==> src/rtl/am_cic_decimator_if.sv <==
// Sample-stream interface for the AM detector CIC decimator.
// master: the sample source (drives in/in_valid, receives out/out_valid).
// slave : the decimator itself.
interface am_cic_decimator_if #(
   parameter int IN_W  = 16,
   parameter int OUT_W = 16
);
   logic signed [IN_W-1:0]  in;
   logic                    in_valid;
   logic signed [OUT_W-1:0] out;
   logic                    out_valid;

   modport master (
      output in,
      output in_valid,
      input  out,
      input  out_valid
   );

   modport slave (
      input  in,
      input  in_valid,
      output out,
      output out_valid
   );
endinterface

==> src/rtl/am_cic_decimator.sv <==
// Decimating CIC filter stage of the AM detector receive path.
// N integrators run at the input sample rate and wrap modulo 2^ACC_W.
// Every R = 2^R_LOG2 valid samples the last integrator is captured and pushed
// through N comb stages, one stage per clock.
// The comb result is normalised by the DC gain R^N with an arithmetic
// right shift, so a DC input appears unchanged at the output.
// out_valid pulses N+1 cycles after the decimation cycle.
// Optional feature macro: FILTER_CHAIN_ROUND_EN
//   defined   -> round half-up before the shift, then saturate to OUT_W
//   undefined -> plain arithmetic-shift truncation (floor)
module am_cic_decimator #(
   parameter int IN_W   = 16,
   parameter int OUT_W  = 16,
   parameter int N      = 3,
   parameter int R_LOG2 = 6
) (
   input logic                aclk,
   input logic                reset,
   am_cic_decimator_if.slave  bus
);

   localparam int ACC_W = IN_W + N * R_LOG2;
   localparam int SH    = ACC_W - OUT_W;

   logic signed [ACC_W-1:0]  in_ext_s;
   logic                     dec_s;
   logic signed [ACC_W-1:0]  comb_x_s [N];

   logic signed [ACC_W-1:0]  integ_r  [N];
   logic [R_LOG2-1:0]        cnt_r;
   logic signed [ACC_W-1:0]  cap_r;
   logic [N:0]               pipe_r;
   logic signed [ACC_W-1:0]  comb_r   [N];
   logic signed [ACC_W-1:0]  dly_r    [N];
   logic signed [OUT_W-1:0]  out_r;
   logic                     out_valid_r;

   // Scales the final comb result down to the output width.
   function automatic logic signed [OUT_W-1:0] scale_out(input logic signed [ACC_W-1:0] v);
`ifdef FILTER_CHAIN_ROUND_EN
      logic signed [ACC_W:0] ext;
      logic signed [ACC_W:0] rnd;
      logic signed [ACC_W:0] sum;
      logic signed [ACC_W:0] shf;
      logic signed [ACC_W:0] sat_hi;
      logic signed [ACC_W:0] sat_lo;
      logic signed [OUT_W-1:0] res;
      // One extra bit of headroom so adding the half-LSB can never wrap.
      ext         = {v[ACC_W-1], v};
      rnd         = {(ACC_W+1){1'b0}};
      rnd[SH-1]   = 1'b1;
      sum         = ext + rnd;
      shf         = sum >>> SH;
      sat_hi      = {{(ACC_W-OUT_W+2){1'b0}}, {(OUT_W-1){1'b1}}};
      sat_lo      = {{(ACC_W-OUT_W+2){1'b1}}, {(OUT_W-1){1'b0}}};
      if (shf > sat_hi) begin
         res = sat_hi[OUT_W-1:0];
      end else if (shf < sat_lo) begin
         res = sat_lo[OUT_W-1:0];
      end else begin
         res = shf[OUT_W-1:0];
      end
      return res;
`else
      logic signed [ACC_W-1:0] shf;
      shf = v >>> SH;
      return shf[OUT_W-1:0];
`endif
   endfunction

   // Sign-extend the input and flag the decimation cycle.
   always_comb begin
      in_ext_s = {{(ACC_W-IN_W){bus.in[IN_W-1]}}, bus.in};
      if (bus.in_valid && (cnt_r == {R_LOG2{1'b1}})) begin
         dec_s = 1'b1;
      end else begin
         dec_s = 1'b0;
      end
   end

   // Comb stage inputs: stage 0 takes the captured integrator, the rest chain.
   always_comb begin
      comb_x_s[0] = cap_r;
      for (int k = 1; k < N; k++) begin
         comb_x_s[k] = comb_r[k-1];
      end
   end

   // Integrator cascade; each stage adds the pre-update value of the previous one.
   always_ff @(posedge aclk or negedge reset) begin
      if (!reset) begin
         for (int k = 0; k < N; k++) begin
            integ_r[k] <= {ACC_W{1'b0}};
         end
      end else if (bus.in_valid) begin
         integ_r[0] <= integ_r[0] + in_ext_s;
         for (int k = 1; k < N; k++) begin
            integ_r[k] <= integ_r[k] + integ_r[k-1];
         end
      end
   end

   // Decimation counter, advances only on valid samples and wraps R-1 -> 0.
   always_ff @(posedge aclk or negedge reset) begin
      if (!reset) begin
         cnt_r <= {R_LOG2{1'b0}};
      end else if (bus.in_valid) begin
         cnt_r <= cnt_r + R_LOG2'(1);
      end
   end

   // Capture register and comb stages; pipe_r[k] marks stage k input as fresh.
   always_ff @(posedge aclk or negedge reset) begin
      if (!reset) begin
         cap_r  <= {ACC_W{1'b0}};
         pipe_r <= {(N+1){1'b0}};
         for (int k = 0; k < N; k++) begin
            comb_r[k] <= {ACC_W{1'b0}};
            dly_r[k]  <= {ACC_W{1'b0}};
         end
      end else begin
         pipe_r <= {pipe_r[N-1:0], dec_s};
         if (dec_s) begin
            cap_r <= integ_r[N-1];
         end
         for (int k = 0; k < N; k++) begin
            if (pipe_r[k]) begin
               comb_r[k] <= comb_x_s[k] - dly_r[k];
               dly_r[k]  <= comb_x_s[k];
            end
         end
      end
   end

   // Registered output; holds its value between decimated samples.
   always_ff @(posedge aclk or negedge reset) begin
      if (!reset) begin
         out_r       <= {OUT_W{1'b0}};
         out_valid_r <= 1'b0;
      end else begin
         out_valid_r <= pipe_r[N];
         if (pipe_r[N]) begin
            out_r <= scale_out(comb_r[N-1]);
         end
      end
   end

   assign bus.out       = out_r;
   assign bus.out_valid = out_valid_r;

endmodule

==> src/flat_wrapper.sv <==
// flat-port wrapper written by rule: the top's interface ports become plain ports
module am_cic_decimator_flat 
#(
   parameter int IN_W   = 16,
   parameter int OUT_W  = 16,
   parameter int N      = 3,
   parameter int R_LOG2 = 6
)
  (aclk, reset, bus_in, bus_in_valid, bus_out, bus_out_valid);
  am_cic_decimator_if #(.IN_W(IN_W), .OUT_W(OUT_W)) bus_i ();
  input logic aclk;
  input logic reset;
  input wire logic [$bits(bus_i.in)-1:0] bus_in;
  input wire logic [$bits(bus_i.in_valid)-1:0] bus_in_valid;
  output wire logic [$bits(bus_i.out)-1:0] bus_out;
  output wire logic [$bits(bus_i.out_valid)-1:0] bus_out_valid;
  assign bus_i.in = bus_in;
  assign bus_i.in_valid = bus_in_valid;
  assign bus_out = bus_i.out;
  assign bus_out_valid = bus_i.out_valid;
  am_cic_decimator #(.IN_W(IN_W), .OUT_W(OUT_W), .N(N), .R_LOG2(R_LOG2)) u_core (.aclk(aclk), .reset(reset), .bus(bus_i));
endmodule
==> config.mk <==
export PLATFORM = sky130hd
export DESIGN_NAME = am_cic_decimator_flat
export DESIGN_NICKNAME = d
export VERILOG_FILES = /design/src/rtl/am_cic_decimator_if.sv /design/src/rtl/am_cic_decimator.sv /design/src/flat_wrapper.sv
export SDC_FILE = /design/constraint.sdc
export NUM_CORES = 1
export LEC_CHECK = 0
export BUFFER_PORTS_ARGS = -buffer_cell sky130_fd_sc_hd__buf_2
export CORE_ASPECT_RATIO = 0.5
export CORE_MARGIN = 8
export CORE_UTILIZATION = 30
export DETAILED_ROUTE_END_ITERATION = 10
export PLACE_DENSITY_LB_ADDON = 0.15
export SLEW_MARGIN = 40
export SYNTH_ARGS = -nofsm -noshare
export SYNTH_HDL_FRONTEND = slang
export SYNTH_SLANG_ARGS = --single-unit
==> constraint.sdc <==
create_clock -name aclk -period 3.4 [get_ports aclk]
set_input_delay 0.17 -clock aclk [delete_from_list [all_inputs] [get_ports aclk]]
set_output_delay 0.17 -clock aclk [all_outputs]
set_load 0.005 [all_outputs]
==> flow_metrics.py, run 1 <==
metrics = {
    "outcome": {
        "status": "completed",
    },
    "layout": {
        "n_antenna_cell": 0,
        "layout-drive-gt1-share": 0.1603,
        "final_common_cell": "dfrtp_1",
        "syn2layout_area_growth_pct": 13.37,
        "final_cell_mix": "dfrtp_1, nand2_1, ha_1",
        "nNetsFinal": 2581,
    },
    "sta": {
        "fin_crit_ns": 3.248,
        "tns_ns": 0,
        "rsz0062_at_grt": "yes",
        "fmax_ghz": 0.3079,
        "slew_headroom": 0.4442,
        "setup_ws_ns": 0.1524,
        "worst_slew_pin_slew_ns": 0.8230,
        "final-hold-violation-count": 0,
        "period_share": 0.9552,
        "holdWs_ns": 0.09672,
        "finClkSkew_ns": 0.01272,
        "setup_viol": 0,
        "slew_violations": 0,
    },
    "detailed_routing": {
        "wire_per_inst_um": 14.42,
        "vias": 16070,
        "vias_per_cell": 4.761,
        "routed_wl_mm": 48.64,
        "dr.pass1.iters": 5,
        "drc": 0,
        "ant_nets": 0,
        "drt-initial-drc-count": 628,
    },
    "clock_network": {
        "cts_buffer_depth": 3,
        "clk_pin_slew_worst_paths_ns": 0.07,
        "root_buffer": "clkbuf_16",
        "htree_levels": 2,
        "numCtsBuffers": 39,
        "clk_latency_ns": 0.56,
        "clock-sinks": 349,
        "cts_tree": "done",
    },
    "yosys": {
        "synth_cell_types": 68,
        "syn_avg_cell_area_um2": 9.695,
        "synth_top_area_cell": "dfrtp_1",
        "synth_edf_count": 0,
        "yosys_warnings": 0,
        "syn-num-nets": 2536,
        "syn_area_mm2": 0.02244,
        "async_reset_ff_frac": 1.000,
        "yosysTopAreaCellShare": 0.3893,
        "synthCells": 2314,
        "ys_ff_latch": 349,
        "synth.area.top_cells": "dfrtp_1, ha_1, mux2_2",
        "synthFlopType": "dfrtp_1",
        "yosysSeqAreaShare": 0.3893,
    },
    "critical_path": {
        "crit_path_start_kind": "flip-flop",
        "cp.required_ns": 3.83,
        "r2r_start": "u_core.integ_r[68]",
        "critPathCaptureType": "flip-flop",
        "rrSetupSlack_ns": 0.15,
        "crit_start": "u_core.integ_r[68]",
        "r2r-end": "u_core.integ_r[90]",
        "reg2reg_depth": 13,
        "worstPathMaxFanout": 3,
        "crit_arrival_ns": 3.68,
        "critical_path_class": "reg -> reg",
    },
    "placed_design": {
        "place_congestion": 0.8087,
        "hpwl_mm": 35.91,
        "port_buffers": 35,
        "place_worst_setup_slack_ns": -0.01309,
    },
    "worst_hold_path": {
        "hold_end": "u_core.integ_r[71]",
        "hold_depth": 4,
        "hp-start": "bus_in[2]",
        "hp-class": "in -> reg",
    },
    "power_and_ir_drop": {
        "p_per_area_mw_per_mm2": 980.6,
        "vdd.ir_drop.worst_uv": 416.8,
        "leakage_uw": 0.01206,
    },
    "grt": {
        "track_usage": 0.1146,
        "grt_max_degree": 84,
        "grt_pass1_wl_mm": 83.37,
        "gr-total-overflow": 0,
        "grt_pass1_vias": 16030,
        "antenna_found_initial": 0,
    },
    "die": {
        "start_util": 0.3007,
        "die_h_um": 209.4,
        "boundaryPins": 36,
        "core-area_mm2": 0.07462,
        "die_area_mm2": 0.08432,
        "rows": 71,
        "fp.dieW_um": 402.7,
    },
    "run": {
        "cap_violations": 0,
    },
}
[report_power, final]
part | switching [uW] | internal (uW) | total, uW
registers | 866 | 5030 | 5900
clock network | 1790 | 2650 | 4440
logic | 7500 | 7110 | 14600
total | 10200 | 14800 | 24900
[through the flow]
stage                     instances  area (um^2)    util  total power, uW
after floorplan                2314        22440       -            16970
after global placement         3296        23920  0.3205            20300
after detailed placement       3296        23920  0.3206            20280
after CTS                      3369        25290  0.3389            25000
after global routing           3374        25440  0.3409            27280
final                          3374        25440  0.3409            24940
[registers in the layout, summed over array words and instances (netlist names)]
| signal | cells |
|---|---|
| u_core.integ_r | 102 |
| u_core.cnt_r | 6 |
| u_core.dly_r | 102 |
| u_core.cap_r | 34 |
| u_core.bus.out | 16 |
| u_core.pipe_r | 4 |
| u_core.comb_r | 84 |
| u_core.bus.out_valid | 1 |
[repair_timing]
action,4_1_cts,5_1_grt
setup buffers,0,4
endpoints found under the setup margin,2,22
pin swaps,2,5
gates cloned,0,0
gates resized for setup,2,18
endpoints found under the hold margin,60,0
hold buffers,2,0
[worst max-delay path by stage]
stage / to / cells after the start
2_1_floorplan: u_core.comb_r[98] / 14
3_3_place_gp: u_core.comb_r[98] / 15
3_5_place_dp: u_core.comb_r[98] / 15
4_1_cts: u_core.comb_r[98] / 15
5_1_grt: u_core.comb_r[98] / 15
6_report: u_core.integ_r[90] / 13
[critical path: stages, from the launching register on]
cell and delay [ns]:
dfrtp_1 0.42, ha_4 0.18, inv_2 0.05, fa_2 0.18, nor2b_1 0.05, o31a_1 0.28, o21bai_2 0.17, a41oi_2 0.18
o41a_1 0.41, a211o_1 0.30, a221o_1 0.36, buf_4 0.15, xor2_1 0.13, mux2_2 0.26
[cells by family (layout without fill, tap and decap cells)]
| kind of cell | count (synthesis) | count (layout) | synth area share |
|---|---|---|---|
| buffers and inverters | 223 | 298 | 0.03764 |
| muxes | 207 | 207 | 0.1032 |
| DFF | 349 | 349 | 0.3893 |
| xor gates and xnor gates | 166 | 166 | 0.06480 |
| AOI/OAI and AO/OA | 645 | 645 | 0.1832 |
| and+or+nand+nor | 521 | 521 | 0.1070 |
| adders and majority gates | 203 | 203 | 0.1149 |
[synth_stat cells (all sizes together) (16+ instances only)]
cell	instances
nand2	222
o21ai	190
nand4	24
inv	146
nand2b	23
a31oi	22
mux2	195
nor2b	27
ha	198
a21oi	162
dfrtp	349
a21o	99
xnor2	103
nor3	27
xor2	63
o21bai	23
clkbuf	66
nand3	35
o31ai	16
and3	16
nor2	99
a211oi	17
o21a	23
[routing by layer]
| layer | track usage | share of wire |
|---|---|---|
| met1 | 0.1700 | 0.54 |
| met2 | 0.1702 | 0.41 |
| met3 | 0.01747 | 0.026 |
| met4 | 0.03456 | 0.025 |
| met5 | 0 | 0 |
[final cells by class]
type                    instances  area [um^2]
clock buffers                  55         1139
flip-flops and latches        349         8745
clock inverters                16        193.9
repair buffers                 81        600.6
inverters                     146        548.0
fillers                      7637        49190
well taps                     985         1232
multi-input cells            1742        12980
Power figures use the tool's default switching activity.
==> run 2, diff against run 1 <==
--- a/config.mk
+++ b/config.mk
@@ -10,6 +10,7 @@
 export CORE_MARGIN = 8
 export CORE_UTILIZATION = 30
 export DETAILED_ROUTE_END_ITERATION = 10
+export GPL_ROUTABILITY_DRIVEN = 0
 export PLACE_DENSITY_LB_ADDON = 0.15
 export SLEW_MARGIN = 40
 export SYNTH_ARGS = -nofsm -noshare
==> constraint.sdc (replaced) <==
create_clock -name aclk -period 3.5 [get_ports aclk]
set_input_delay 0.175 -clock aclk [delete_from_list [all_inputs] [get_ports aclk]]
set_output_delay 0.175 -clock aclk [all_outputs]
set_load 0.005 [all_outputs]
==> flow_metrics.py, run 2 (same netlist as run 1, synthesis figures left out) <==
metrics = {
    "clock_network": {
        "htree_levels": 2,
        "clk_pin_slew_worst_paths_ns": 0.06,
        "clk_latency_ns": 0.54,
        "root_buffer": "clkbuf_16",
        "numCtsBuffers": 39,
        "cts_tree": "done",
        "cts_buffer_depth": 3,
        "clock-sinks": 349,
    },
    "sta": {
        "slew_headroom": 0.4605,
        "period_share": 0.9465,
        "tns_ns": 0,
        "fmax_ghz": 0.3019,
        "finClkSkew_ns": 0.01594,
        "rsz0062_at_grt": "no",
        "setup_viol": 0,
        "fin_crit_ns": 3.313,
        "worst_slew_pin_slew_ns": 0.8093,
        "final-hold-violation-count": 0,
        "slew_violations": 0,
    },
    "outcome": {
        "status": "completed",
    },
    "critical_path": {
        "rrSetupSlack_ns": 0.19,
        "crit_path_start_kind": "flip-flop",
        "slowest_delay_ns": 0.42,
        "cp_cell_sequence": "ha_1, inv_1, fa_2, nor2b_1, o31a_1, o21bai_2, a41oi_2, o41a_1, a211o_1, a221o_1, a41oi_2, xor2_1, a21oi_1",
        "r2r_start": "u_core.integ_r[68]",
        "crit_slowest_cell": "o41a_1",
        "crit_arrival_ns": 3.70,
        "reg2reg_depth": 13,
        "cp.required_ns": 3.88,
        "cp_common_cell": "a41oi_2",
        "worstPathMaxFanout": 4,
        "r2r-end": "u_core.integ_r[94]",
        "critPathCaptureType": "flip-flop",
        "critical_path_class": "reg -> reg",
    },
    "grt": {
        "track_usage": 0.1138,
        "grt_max_degree": 84,
        "grt_pass1_wl_mm": 82.90,
        "antenna_found_initial": 0,
        "gr-total-overflow": 0,
        "grt_pass1_vias": 15910,
    },
    "die": {
        "start_util": 0.3007,
        "fp.dieW_um": 402.7,
        "core-area_mm2": 0.07462,
        "die_area_mm2": 0.08432,
        "boundaryPins": 36,
        "rows": 71,
        "die_h_um": 209.4,
    },
    "placed_design": {
        "port_buffers": 35,
        "dpl_cell_area_mm2": 0.02387,
        "placedCellCount": 3289,
        "hpwl_mm": 35.90,
    },
    "layout": {
        "nNetsFinal": 2573,
        "final_common_cell": "dfrtp_1",
        "n_antenna_cell": 0,
        "final_cell_mix": "dfrtp_1, nand2_1, ha_1",
        "fin_area_mm2": 0.02525,
        "layout-drive-gt1-share": 0.1500,
        "finalNonFillerCells": 3365,
        "top_regs": "u_core.dly_r (102), u_core.integ_r (102), u_core.comb_r (84)",
        "syn2layout_area_growth_pct": 12.54,
    },
    "detailed_routing": {
        "drt-initial-drc-count": 772,
        "dr.pass1.iters": 5,
        "routed_wl_mm": 48.38,
        "drc": 0,
        "wire_per_inst_um": 14.38,
        "vias_per_cell": 4.723,
        "ant_nets": 0,
        "vias": 15890,
    },
    "power_and_ir_drop": {
        "vdd.ir_drop.worst_uv": 321.1,
        "leakage_uw": 0.01198,
        "p_per_area_mw_per_mm2": 943.2,
    },
    "worst_hold_path": {
        "hp-class": "in -> reg",
        "hold_depth": 3,
        "hold_end": "u_core.cnt_r[4]",
        "hp-start": "bus_in_valid",
    },
    "run": {
        "cap_violations": 0,
    },
}
## run 2: cell count changes in the layout (fill, tap and decap cells not counted), moves of 2 or more
cell	before	now
ha_1	196	198
ha_4	2	0
inv_1	144	146
clkbuf_1	8	14
clkinv_2	8	3
a21oi_1	159	161
a211oi_1	13	15
buf_4	40	32
inv_6	2	0
o21ai_2	3	1
o21ai_1	24	26
inv_2	2	0
## run 2: worst max-delay path by stage
stage | depth (start not counted) | start | slack (ns) | end
2_1_floorplan | 14 | u_core.cap_r[0] | 0.30 | u_core.comb_r[98]
3_3_place_gp | 15 | u_core.cap_r[0] | 0.13 | u_core.comb_r[98]
3_5_place_dp | 15 | u_core.cap_r[0] | 0.08 | u_core.comb_r[98]
4_1_cts | 15 | u_core.cap_r[0] | 0.08 | u_core.comb_r[98]
5_1_grt | 14 | u_core.integ_r[34] | 0.002 | u_core.integ_r[64]
6_report | 13 | u_core.integ_r[68] | 0.19 | u_core.integ_r[94]
## run 2: cell type report
| class | instances | area [um^2] |
|---|---|---|
| inverters | 146 | 548.0 |
| fillers | 7584 | 49370 |
| clock buffers | 62 | 1175 |
| repair buffers | 73 | 535.5 |
| clock inverters | 8 | 120.1 |
| well taps | 985 | 1232 |
| multi-input cells | 1742 | 12890 |
| flip-flops and latches | 349 | 8745 |
## run 2: through the flow
stage	worst slack [ns]	hold slack, ns	util	total power [uW]
final	0.1874	0.08462	0.3384	23810
after CTS	0.07963	0.05479	0.3375	24030
after detailed placement	0.08155	0.1812	0.3199	19580
after global routing	0.001719	0.1051	0.3384	26050
after floorplan	0.2998	-0.1206	-	16480
after global placement	0.1252	0.1791	0.3198	19610
## run 2: what timing repair did
action                                  4_1_cts  5_1_grt
endpoints found under the setup margin        0        8
setup buffers                                 0        3
endpoints found under the hold margin        58        0
gates resized for setup                       0        5
hold buffers                                  2        0
## run 2: critical path: cells and delay by family (launching register included)
kind            cells  cell delay, ns
compound gates      8            2.04
fa+ha+maj           2            0.43
flops               1            0.40
xor+xnor            1            0.16
buf+inv             1            0.08
simple gates        1            0.06
## run 2: report_power, final
part / switching, uW / internal [uW] / leakage (uW)
logic: 7160 / 6720 / 0.00673
registers: 836 / 4890 / 0.00462
clock network: 1680 / 2520 / 0.000627
## run 2: layer usage
| layer | up-vias | routed length, um | share of wire | track usage |
|---|---|---|---|---|
| met5 | - | 0 | 0 | 0 |
| met4 | 0 | 1040 | 0.021 | 0.02711 |
| met3 | 67 | 1236 | 0.026 | 0.01679 |
| met2 | 144 | 19610 | 0.41 | 0.1686 |
| met1 | 7288 | 26490 | 0.55 | 0.1725 |
| li1 | 8395 | - | - | - |
==> run 3, diff against run 2 <==
--- a/config.mk
+++ b/config.mk
@@ -12,6 +12,7 @@
 export DETAILED_ROUTE_END_ITERATION = 10
 export GPL_ROUTABILITY_DRIVEN = 0
 export PLACE_DENSITY_LB_ADDON = 0.15
+export REMOVE_ABC_BUFFERS = 1
 export SLEW_MARGIN = 40
 export SYNTH_ARGS = -nofsm -noshare
 export SYNTH_HDL_FRONTEND = slang
==> flow_metrics.py, run 3 (same netlist as run 1, synthesis figures left out) <==
metrics = {
    "sta": {
        "slew_headroom": 0.5102,
        "period_share": 0.9444,
        "finClkSkew_ns": 0.01487,
        "slew_violations": 0,
        "setup_ws_ns": 0.1945,
        "holdWs_ns": 0.08115,
        "final-hold-violation-count": 0,
        "setup_viol": 0,
        "worst_slew_pin_slew_ns": 0.7346,
        "fmax_ghz": 0.3025,
        "fin_crit_ns": 3.306,
    },
    "die": {
        "die_h_um": 209.4,
        "start_util": 0.3007,
        "fp.dieW_um": 402.7,
        "core-area_mm2": 0.07462,
        "rows": 71,
        "boundaryPins": 36,
        "die_area_mm2": 0.08432,
    },
    "outcome": {
        "status": "completed",
    },
    "placed_design": {
        "port_buffers": 35,
        "dpl_cell_area_mm2": 0.02387,
        "hpwl_mm": 35.85,
        "place_worst_setup_slack_ns": 0.02251,
    },
    "layout": {
        "final_cell_mix": "dfrtp_1, nand2_1, ha_1",
        "layout-drive-gt1-share": 0.1549,
        "syn2layout_area_growth_pct": 12.92,
        "fin_area_mm2": 0.02533,
        "top_regs": "u_core.dly_r (102), u_core.integ_r (102), u_core.comb_r (84)",
        "final_common_cell": "dfrtp_1",
        "nNetsFinal": 2576,
        "n_antenna_cell": 0,
    },
    "critical_path": {
        "slowest_delay_ns": 0.37,
        "cp_common_cell": "inv_1",
        "critPathCaptureType": "flip-flop",
        "reg2reg_depth": 15,
        "rrSetupSlack_ns": 0.19,
        "cp_cell_sequence": "inv_1, ha_1, inv_1, fa_2, a21o_1, a221oi_4, o21ai_2, o41ai_2, buf_4, o31a_1, o21ai_1, a41oi_2, o21bai_1, xor2_1, mux2_2",
        "cp.depth": 15,
        "worstPathMaxFanout": 3,
        "crit_arrival_ns": 3.75,
        "cp_num_buf_inv": 3,
        "critical_path_class": "reg -> reg",
        "crit_path_start_kind": "flip-flop",
        "crit_slowest_cell": "dfrtp_1",
        "cp_top_family": "compound AO/OA/AOI/OAI gates",
        "cp.required_ns": 3.95,
    },
    "power_and_ir_drop": {
        "vdd.ir_drop.worst_uv": 314.1,
        "p_per_area_mw_per_mm2": 945.2,
        "leakage_uw": 0.01204,
        "finalPower_uw": 23950,
    },
    "clock_network": {
        "root_buffer": "clkbuf_16",
        "cts_tree": "done",
        "numCtsBuffers": 40,
        "clk_latency_ns": 0.56,
        "clock-sinks": 349,
        "clk_pin_slew_worst_paths_ns": 0.06,
        "htree_levels": 2,
        "cts_buffer_depth": 3,
    },
    "grt": {
        "antenna_found_initial": 0,
        "grt_pass1_vias": 15840,
        "grt_max_degree": 93,
        "grt_pass1_wl_mm": 82.72,
        "track_usage": 0.1141,
        "gr-total-overflow": 0,
    },
    "detailed_routing": {
        "drc": 0,
        "ant_nets": 0,
        "wire_per_inst_um": 14.31,
        "dr.pass1.iters": 5,
        "vias": 16070,
        "routed_wl_mm": 48.18,
        "drt-initial-drc-count": 774,
        "vias_per_cell": 4.772,
    },
    "worst_hold_path": {
        "hp-class": "in -> async",
    },
    "run": {
        "cap_violations": 0,
    },
}
## run 3: cell count changes in the layout (fill, tap and decap cells not counted), sizes merged
| cell | previous run | this run |
|---|---|---|
| buf | 71 | 73 |
| inv | 146 | 148 |
| clkbuf | 62 | 55 |
| bufinv | 3 | 4 |
| clkinvlp | 2 | 1 |
| clkinv | 3 | 8 |
## run 3: where the power goes
part	leakage (uW)	total [uW]	internal [uW]	switching [uW]
combinational	0.00675	13900	6720	7170
clock	0.000667	4330	2610	1720
sequential	0.00462	5730	4890	836
total	0.0120	23900	14200	9720
## run 3: repair_timing
item	4_1_cts	5_1_grt
setup buffers	0	2
cloned	0	0
setup endpoints to repair	1	9
pin swaps	1	4
hold buffers	2	0
gates resized for setup	0	7
hold endpoints to repair	85	0
## run 3: final timing paths
path / from / endpoint
setup / recovery: u_core.cap_r[0] / u_core.comb_r[98]
hold reg to reg: u_core.cnt_r[5] / u_core.cnt_r[5]
hold / removal: reset / u_core.integ_r[70]
setup reg to reg: u_core.cap_r[0] / u_core.comb_r[98]
max in group asynchronous: reset / u_core.dly_r[18]
min in group aclk: bus_in_valid / u_core.cnt_r[4]
## run 3: stage by stage
step	utilization	cells	setup TNS, ns
after CTS	0.3382	3363	0
after global placement	0.3199	3291	0
final	0.3395	3367	0
after floorplan	-	2237	0
after global routing	0.3395	3367	-0.04545
after detailed placement	0.3199	3291	0
## run 3: cell type report
| class | instances | area (um^2) |
|---|---|---|
| fillers | 7720 | 49290 |
| multi-input cells | 1742 | 12900 |
| flip-flops and latches | 349 | 8745 |
| well taps | 985 | 1232 |
| clock buffers | 55 | 1159 |
| repair buffers | 75 | 563.0 |
| inverters | 146 | 548.0 |
| clock inverters | 15 | 188.9 |
## run 3: routing by layer
layer	global-route usage	share of wire
met5	0	0
met4	0.03053	0.020
met3	0.01762	0.027
met2	0.1703	0.41
met1	0.1701	0.54
